**src/rtl/sram_port_arbiter_if.sv**
```systemverilog
// Bundle of the fetch, load/store and memory-side SRAM-like handshake signals.
// The arbiter sits on the master modport; the environment drives the slave modport.
interface sram_port_arbiter_if #(
    parameter int unsigned ADDR_W = 32
);
    logic              inst_req;
    logic [ADDR_W-1:0] inst_addr;
    logic              inst_addr_ok;
    logic              inst_data_ok;
    logic [31:0]       inst_rdata;

    logic              data_req;
    logic              data_wr;
    logic [1:0]        data_size;
    logic [ADDR_W-1:0] data_addr;
    logic [31:0]       data_wdata;
    logic              data_addr_ok;
    logic              data_data_ok;
    logic [31:0]       data_rdata;

    logic              m_req;
    logic              m_wr;
    logic [1:0]        m_size;
    logic [ADDR_W-1:0] m_addr;
    logic [3:0]        m_wstrb;
    logic [31:0]       m_wdata;
    logic              m_addr_ok;
    logic              m_data_ok;
    logic [31:0]       m_rdata;

    modport master (
        input  inst_req, inst_addr,
        output inst_addr_ok, inst_data_ok, inst_rdata,
        input  data_req, data_wr, data_size, data_addr, data_wdata,
        output data_addr_ok, data_data_ok, data_rdata,
        output m_req, m_wr, m_size, m_addr, m_wstrb, m_wdata,
        input  m_addr_ok, m_data_ok, m_rdata
    );

    modport slave (
        output inst_req, inst_addr,
        input  inst_addr_ok, inst_data_ok, inst_rdata,
        output data_req, data_wr, data_size, data_addr, data_wdata,
        input  data_addr_ok, data_data_ok, data_rdata,
        input  m_req, m_wr, m_size, m_addr, m_wstrb, m_wdata,
        output m_addr_ok, m_data_ok, m_rdata
    );
endinterface

```
**src/rtl/sram_port_arbiter.sv**
```systemverilog
// Shares one SRAM-like port between fetch (id 0) and load/store (id 1); an in-order
// ID FIFO routes each response to its issuer. Outputs are combinational, zero latency.
module sram_port_arbiter #(
    parameter int unsigned MAX_OUTSTANDING = 2,
    parameter int unsigned ADDR_W          = 32
) (
    input  logic                 clk,
    input  logic                 reset,
    sram_port_arbiter_if.master  bus
);
    localparam int unsigned PTR_W = (MAX_OUTSTANDING > 1) ? $clog2(MAX_OUTSTANDING) : 1;
    localparam int unsigned CNT_W = $clog2(MAX_OUTSTANDING + 1);

    logic [MAX_OUTSTANDING-1:0] fifo_q, fifo_d;
    logic [PTR_W-1:0]           rd_ptr_q, rd_ptr_d;
    logic [PTR_W-1:0]           wr_ptr_q, wr_ptr_d;
    logic [CNT_W-1:0]           count_q, count_d;
    logic                       lock_valid_q, lock_valid_d;
    logic                       lock_id_q, lock_id_d;

    logic              full_c;
    logic              sel_c;
    logic              m_req_c;
    logic              accept_c;
    logic              pop_c;
    logic              head_c;
    logic [ADDR_W-1:0] addr_sel_c;

    function automatic logic [PTR_W-1:0] ptr_inc(input logic [PTR_W-1:0] p);
        return (p == PTR_W'(MAX_OUTSTANDING - 1)) ? '0 : p + PTR_W'(1);
    endfunction

    // Grant: a locked (presented but not yet accepted) request keeps the port.
    always_comb begin
        full_c     = (count_q == CNT_W'(MAX_OUTSTANDING));
        sel_c      = lock_valid_q ? lock_id_q : bus.data_req;
        m_req_c    = !full_c && (sel_c ? bus.data_req : bus.inst_req);
        accept_c   = m_req_c && bus.m_addr_ok;
        pop_c      = bus.m_data_ok && (count_q != '0);
        head_c     = fifo_q[rd_ptr_q];
        addr_sel_c = sel_c ? bus.data_addr : bus.inst_addr;
    end

    // Master-side fields are forced to zero whenever no request is presented.
    always_comb begin
        bus.m_req   = m_req_c;
        bus.m_wr    = 1'b0;
        bus.m_size  = 2'd0;
        bus.m_addr  = '0;
        bus.m_wstrb = 4'b0000;
        bus.m_wdata = 32'd0;
        if (m_req_c) begin
            bus.m_addr = addr_sel_c;
            if (sel_c) begin
                bus.m_wr    = bus.data_wr;
                bus.m_size  = bus.data_size;
                bus.m_wdata = bus.data_wdata;
                if (bus.data_wr) begin
                    case (bus.data_size)
                        2'd0:    bus.m_wstrb = 4'b0001 << bus.data_addr[1:0];
                        2'd1:    bus.m_wstrb = bus.data_addr[1] ? 4'b1100 : 4'b0011;
                        default: bus.m_wstrb = 4'b1111;
                    endcase
                end
            end else begin
                bus.m_size = 2'd2;
            end
        end
    end

    always_comb begin
        bus.inst_addr_ok = accept_c && !sel_c;
        bus.data_addr_ok = accept_c && sel_c;
        bus.inst_data_ok = pop_c && !head_c;
        bus.data_data_ok = pop_c && head_c;
        bus.inst_rdata   = bus.m_rdata;
        bus.data_rdata   = bus.m_rdata;
    end

    always_comb begin
        fifo_d       = fifo_q;
        rd_ptr_d     = rd_ptr_q;
        wr_ptr_d     = wr_ptr_q;
        count_d      = count_q + CNT_W'(accept_c) - CNT_W'(pop_c);
        lock_valid_d = lock_valid_q;
        lock_id_d    = lock_id_q;
        if (accept_c) begin
            fifo_d[wr_ptr_q] = sel_c;
            wr_ptr_d         = ptr_inc(wr_ptr_q);
        end
        if (pop_c) begin
            rd_ptr_d = ptr_inc(rd_ptr_q);
        end
        if (m_req_c && !bus.m_addr_ok) begin
            lock_valid_d = 1'b1;
            lock_id_d    = sel_c;
        end else if (accept_c) begin
            lock_valid_d = 1'b0;
        end
    end

    always_ff @(posedge clk or posedge reset) begin
        if (reset) begin
            fifo_q       <= '0;
            rd_ptr_q     <= '0;
            wr_ptr_q     <= '0;
            count_q      <= '0;
            lock_valid_q <= 1'b0;
            lock_id_q    <= 1'b0;
        end else begin
            fifo_q       <= fifo_d;
            rd_ptr_q     <= rd_ptr_d;
            wr_ptr_q     <= wr_ptr_d;
            count_q      <= count_d;
            lock_valid_q <= lock_valid_d;
            lock_id_q    <= lock_id_d;
        end
    end
endmodule
```
**src/flat_wrapper.sv**
```systemverilog
// flat-port wrapper written by rule: the top's interface ports become plain ports
module sram_port_arbiter_flat 
#(
    parameter int unsigned MAX_OUTSTANDING = 2,
    parameter int unsigned ADDR_W          = 32
)
  (clk, reset, bus_inst_req, bus_inst_addr, bus_inst_addr_ok, bus_inst_data_ok, bus_inst_rdata, bus_data_req, bus_data_wr, bus_data_size, bus_data_addr, bus_data_wdata, bus_data_addr_ok, bus_data_data_ok, bus_data_rdata, bus_m_req, bus_m_wr, bus_m_size, bus_m_addr, bus_m_wstrb, bus_m_wdata, bus_m_addr_ok, bus_m_data_ok, bus_m_rdata);
  sram_port_arbiter_if #(.ADDR_W(ADDR_W)) bus_i ();
  input  logic clk;
  input  logic reset;
  input wire logic [$bits(bus_i.inst_req)-1:0] bus_inst_req;
  input wire logic [$bits(bus_i.inst_addr)-1:0] bus_inst_addr;
  output wire logic [$bits(bus_i.inst_addr_ok)-1:0] bus_inst_addr_ok;
  output wire logic [$bits(bus_i.inst_data_ok)-1:0] bus_inst_data_ok;
  output wire logic [$bits(bus_i.inst_rdata)-1:0] bus_inst_rdata;
  input wire logic [$bits(bus_i.data_req)-1:0] bus_data_req;
  input wire logic [$bits(bus_i.data_wr)-1:0] bus_data_wr;
  input wire logic [$bits(bus_i.data_size)-1:0] bus_data_size;
  input wire logic [$bits(bus_i.data_addr)-1:0] bus_data_addr;
  input wire logic [$bits(bus_i.data_wdata)-1:0] bus_data_wdata;
  output wire logic [$bits(bus_i.data_addr_ok)-1:0] bus_data_addr_ok;
  output wire logic [$bits(bus_i.data_data_ok)-1:0] bus_data_data_ok;
  output wire logic [$bits(bus_i.data_rdata)-1:0] bus_data_rdata;
  output wire logic [$bits(bus_i.m_req)-1:0] bus_m_req;
  output wire logic [$bits(bus_i.m_wr)-1:0] bus_m_wr;
  output wire logic [$bits(bus_i.m_size)-1:0] bus_m_size;
  output wire logic [$bits(bus_i.m_addr)-1:0] bus_m_addr;
  output wire logic [$bits(bus_i.m_wstrb)-1:0] bus_m_wstrb;
  output wire logic [$bits(bus_i.m_wdata)-1:0] bus_m_wdata;
  input wire logic [$bits(bus_i.m_addr_ok)-1:0] bus_m_addr_ok;
  input wire logic [$bits(bus_i.m_data_ok)-1:0] bus_m_data_ok;
  input wire logic [$bits(bus_i.m_rdata)-1:0] bus_m_rdata;
  assign bus_i.inst_req = bus_inst_req;
  assign bus_i.inst_addr = bus_inst_addr;
  assign bus_inst_addr_ok = bus_i.inst_addr_ok;
  assign bus_inst_data_ok = bus_i.inst_data_ok;
  assign bus_inst_rdata = bus_i.inst_rdata;
  assign bus_i.data_req = bus_data_req;
  assign bus_i.data_wr = bus_data_wr;
  assign bus_i.data_size = bus_data_size;
  assign bus_i.data_addr = bus_data_addr;
  assign bus_i.data_wdata = bus_data_wdata;
  assign bus_data_addr_ok = bus_i.data_addr_ok;
  assign bus_data_data_ok = bus_i.data_data_ok;
  assign bus_data_rdata = bus_i.data_rdata;
  assign bus_m_req = bus_i.m_req;
  assign bus_m_wr = bus_i.m_wr;
  assign bus_m_size = bus_i.m_size;
  assign bus_m_addr = bus_i.m_addr;
  assign bus_m_wstrb = bus_i.m_wstrb;
  assign bus_m_wdata = bus_i.m_wdata;
  assign bus_i.m_addr_ok = bus_m_addr_ok;
  assign bus_i.m_data_ok = bus_m_data_ok;
  assign bus_i.m_rdata = bus_m_rdata;
  sram_port_arbiter #(.MAX_OUTSTANDING(MAX_OUTSTANDING), .ADDR_W(ADDR_W)) u_core (.clk(clk), .reset(reset), .bus(bus_i));
endmodule
```
**config.mk**
```make
export PLATFORM = sky130hd
export DESIGN_NAME = sram_port_arbiter_flat
export DESIGN_NICKNAME = d
export VERILOG_FILES = /design/src/rtl/sram_port_arbiter_if.sv /design/src/rtl/sram_port_arbiter.sv /design/src/flat_wrapper.sv
export SDC_FILE = /design/constraint.sdc
export NUM_CORES = 1
export LEC_CHECK = 0
export ABC_AREA = 1
export CELL_PAD_IN_SITES_DETAIL_PLACEMENT = 1
export CELL_PAD_IN_SITES_GLOBAL_PLACEMENT = 1
export CORE_UTILIZATION = 14
export DETAILED_ROUTE_END_ITERATION = 6
export PLACE_DENSITY_LB_ADDON = 0.1
export SYNTH_ARGS = -nofsm -noshare
export SYNTH_HDL_FRONTEND = slang
export SYNTH_SLANG_ARGS = --single-unit
```
**constraint.sdc**
```tcl
create_clock -name clk -period 2.4 [get_ports clk]
set_clock_uncertainty 0.05 [all_clocks]
set_input_delay 0.48 -clock clk [delete_from_list [all_inputs] [get_ports clk]]
set_output_delay 0.48 -clock clk [all_outputs]
set_load 0.03 [all_outputs]
```
==> impl_metrics.yaml <==
global_route:
  grt_pass1_vias: 2310
  grt_util_all_layers_pct: 11.7
  grt_first_pass_wirelength_mm: 12.1
  antenna_found_initial: 0
  grt_max_degree: 36
  gr-total-overflow: 0
critical_path:
  crit_cells: 8
  worst_path_dominant_cell_family: "buffers and inverters"
  critPathMaxFanout: 18
  reg2regPathDepth: 6
  path_cells: "dlygate4sd2_1 -> nand2_2 -> nand3_4 -> a21oi_4 -> inv_4 -> buf_12 -> a21oi_1 -> buf_4"
  cp.buffers_inverters: 4
  cp_slowest_cell: "dlygate4sd2_1"
  critical_path.endpoint_type: "output port"
  startpoint_type: "input port"
  crit_type: "input port to output port"
  cp.arrival_ps: 1730
  critPathMaxStageDelay_ps: 250
  crit_required_ps: 1870
cells_and_area:
  n_antenna_cell: 0
  fillers: 1528
  final_nets: 575
  drive_gt1_share_pct: 30.9
  seqCellArea_um2: 200
  fin_area_mm2: 0.00364
  multiInputGateArea_mm2: 0.00109
  layout-area-overhead-vs-synth_pct: 102
routing:
  drtPass1Iterations: 4
  initialDrtViolationCount: 50
  routed_wl_mm: 8.31
  postRouteAntennaNets: 0
  routed_via_density: 3.89
  drc: 0
  num_vias: 2359
  wl_per_cell_um: 13.7
synthesis:
  synth_top_family_by_area: "simple AND/OR/NAND/NOR gates"
  synth_xor_area_share_pct: 1.46
  ys_seq_elements: 8
  seq_area_frac_synth_pct: 11.1
  synth-simple-area-share_pct: 36.2
  synth_compound_area_share_pct: 13.8
  postSynthNetCount: 456
  yosysWarnings: 0
  syn-instance-count: 317
  synthAdderAreaFrac_pct: 1.39
  synth.avg_cell_area_um2: 5.69
  synth_cell_types: 22
  synth_area_mm2: 0.00180
  muxShareOfSynthArea_pct: 0
cts:
  root_buffer: "clkbuf_16"
  numCtsBuffers: 3
  htree_levels: 1
  clk_pin_slew_ps: 40
  clock_latency_ps: 230
  clock_path_buffers: 2
  hold_buffers: 0
  cts_sinks: 8
  cts_tree: "done"
floorplan:
  core_area_mm2: 0.0126
  fp.dieW_um: 115
  initial_utilization_pct: 14.3
  row_count: 41
  die_h_um: 115
  io_pins: 277
  die-area_mm2: 0.0133
place:
  portBuffers: 180
  place_hpwl_mm: 6.80
  place_area_mm2: 0.00339
  routabilityCongestion: 0.652
worst_hold_path:
  holdPathStages: 2
  min_path_type: "flip-flop to flip-flop"
timing:
  finalSetupViolations: 0
  fin_setup_tns_ps: 0
  max_slew.worst_pin.slew_ps: 474
  fmax_mhz: 443
  hold_viol_final: 0
  slew_headroom_pct: 68.1
  grt_setup_unrepaired: "false"
  post-route-min-period_ps: 2260
  min_period_over_period_pct: 94.1
  whs_ps: 438
  drv_slew: 0
outcome:
  outcome: "finished clean"
power_and_ir_drop:
  power.density_mw_per_mm2: 1130
  max-vdd-ir-drop_uv: 391
  p_leak_nw: 1.62
job:
  drv_cap: 0
[tightest hold or removal path: stages (launching register included)]
cell and delay (ps):
dfrtp_1 340, nand2_1 50, nand2_1 50
[power by group]
part           switching (mW)  internal [mW]  total, mW
sequential             0.0465          0.203      0.250
combinational            2.09           1.48       3.57
clock                  0.0697          0.215      0.285
[routing by layer]
layer | vias up | wire, µm | share of wire (%) | track usage, %
met5 | - | 0 | 0 | 0
met4 | 0 | 172 | 2.1 | 3.64
met3 | 26 | 871 | 10 | 3.77
met2 | 133 | 4190 | 50 | 21.7
met1 | 1055 | 3080 | 37 | 12.6
li1 | 1145 | - | - | -
[final cells by class]
type	instances	share of cell area (%)
clock buffers	3	2.06
inverters	17	1.82
multi-input cells	211	29.9
flip-flops and latches	8	5.49
well taps	172	5.91
repair buffers	195	54.8
[sequential cells by signal, summed over array words and instances (netlist names)]
signal / flops
u_core.count_q: 2
u_core.fifo_q: 2
u_core.lock_id_q: 1
u_core.lock_valid_q: 1
u_core.rd_ptr_q: 1
u_core.wr_ptr_q: 1
[cell usage after synthesis]
cell / number / share of area, %
a21oi_4: 1 / 0.90
nand3_2: 1 / 0.56
nand4_1: 4 / 1.4
dfrtp_1: 8 / 11
buf_6: 5 / 3.1
o21ai_0: 3 / 0.83
inv_1: 14 / 2.9
a21oi_2: 10 / 4.9
a21oi_1: 26 / 7.2
nand2_2: 2 / 0.69
or2_2: 2 / 0.69
clkbuf_1: 11 / 2.3
ha_1: 2 / 1.4
nor2_1: 42 / 8.7
nor3_1: 1 / 0.28
xnor2_1: 2 / 0.97
buf_4: 65 / 27
clkinv_1: 1 / 0.21
nand2_1: 112 / 23
inv_2: 2 / 0.42
nand3_1: 2 / 0.56
xor2_1: 1 / 0.49
[cell usage in the layout, fill, tap and decap left out, drive strengths merged]
master,n
nand4,4
nand3,3
clkdlybuf4s50,102
a21oi,37
clkinv,1
dfrtp,8
o21ai,3
nor2,42
buf,91
clkbuf,3
xor2,1
nor3,1
inv,16
nand2,114
ha,2
or2,2
xnor2,2
dlygate4sd2,2
[cell families (layout without fill, tap and decap cells)]
family,after synthesis,after routing
simple gates,166,166
fa+ha+maj,2,2
buf+inv,98,215
flops,8,8
xor+xnor,3,3
compound gates,40,40
[path summary, 6_finish.rpt]
check,end,start,slack (ps)
max,bus_m_addr[25],bus_data_req,140
min,u_core.fifo_q[1]$_DFFE_PP0P_,u_core.fifo_q[1]$_DFFE_PP0P_,440
max reg2reg,u_core.count_q[1]$_DFF_PP0_,u_core.count_q[1]$_DFF_PP0_,680
min reg2reg,u_core.fifo_q[1]$_DFFE_PP0P_,u_core.fifo_q[1]$_DFFE_PP0P_,440
max in group asynchronous,u_core.lock_valid_q$_DFFE_PP0P_,reset,1580
min in group asynchronous,u_core.rd_ptr_q$_DFFE_PP0P_,reset,460
[what timing repair did]
| item | in CTS | in global routing |
|---|---|---|
| cloned | 1 | 0 |
| pin swaps | 4 | 3 |
| endpoints found under the hold margin | 0 | 0 |
| buffers inserted | 1 | 0 |
| setup endpoints to repair | 66 | 13 |
| gates resized for setup | 39 | 2 |
[stage by stage]
step / power [mW] / setup slack [ps] / utilization, % / instances
finish: 4.11 / 141 / 29.0 / 606
CTS: 4.20 / 46.2 / 29.0 / 607
global placement: 3.62 / -92.1 / 26.9 / 602
floorplan: 2.33 / 4.23 / - / 317
global route: 4.40 / 15.6 / 29.0 / 606
detailed placement: 3.63 / -144 / 26.9 / 602
No activity file was read; power rests on OpenSTA's default activity.
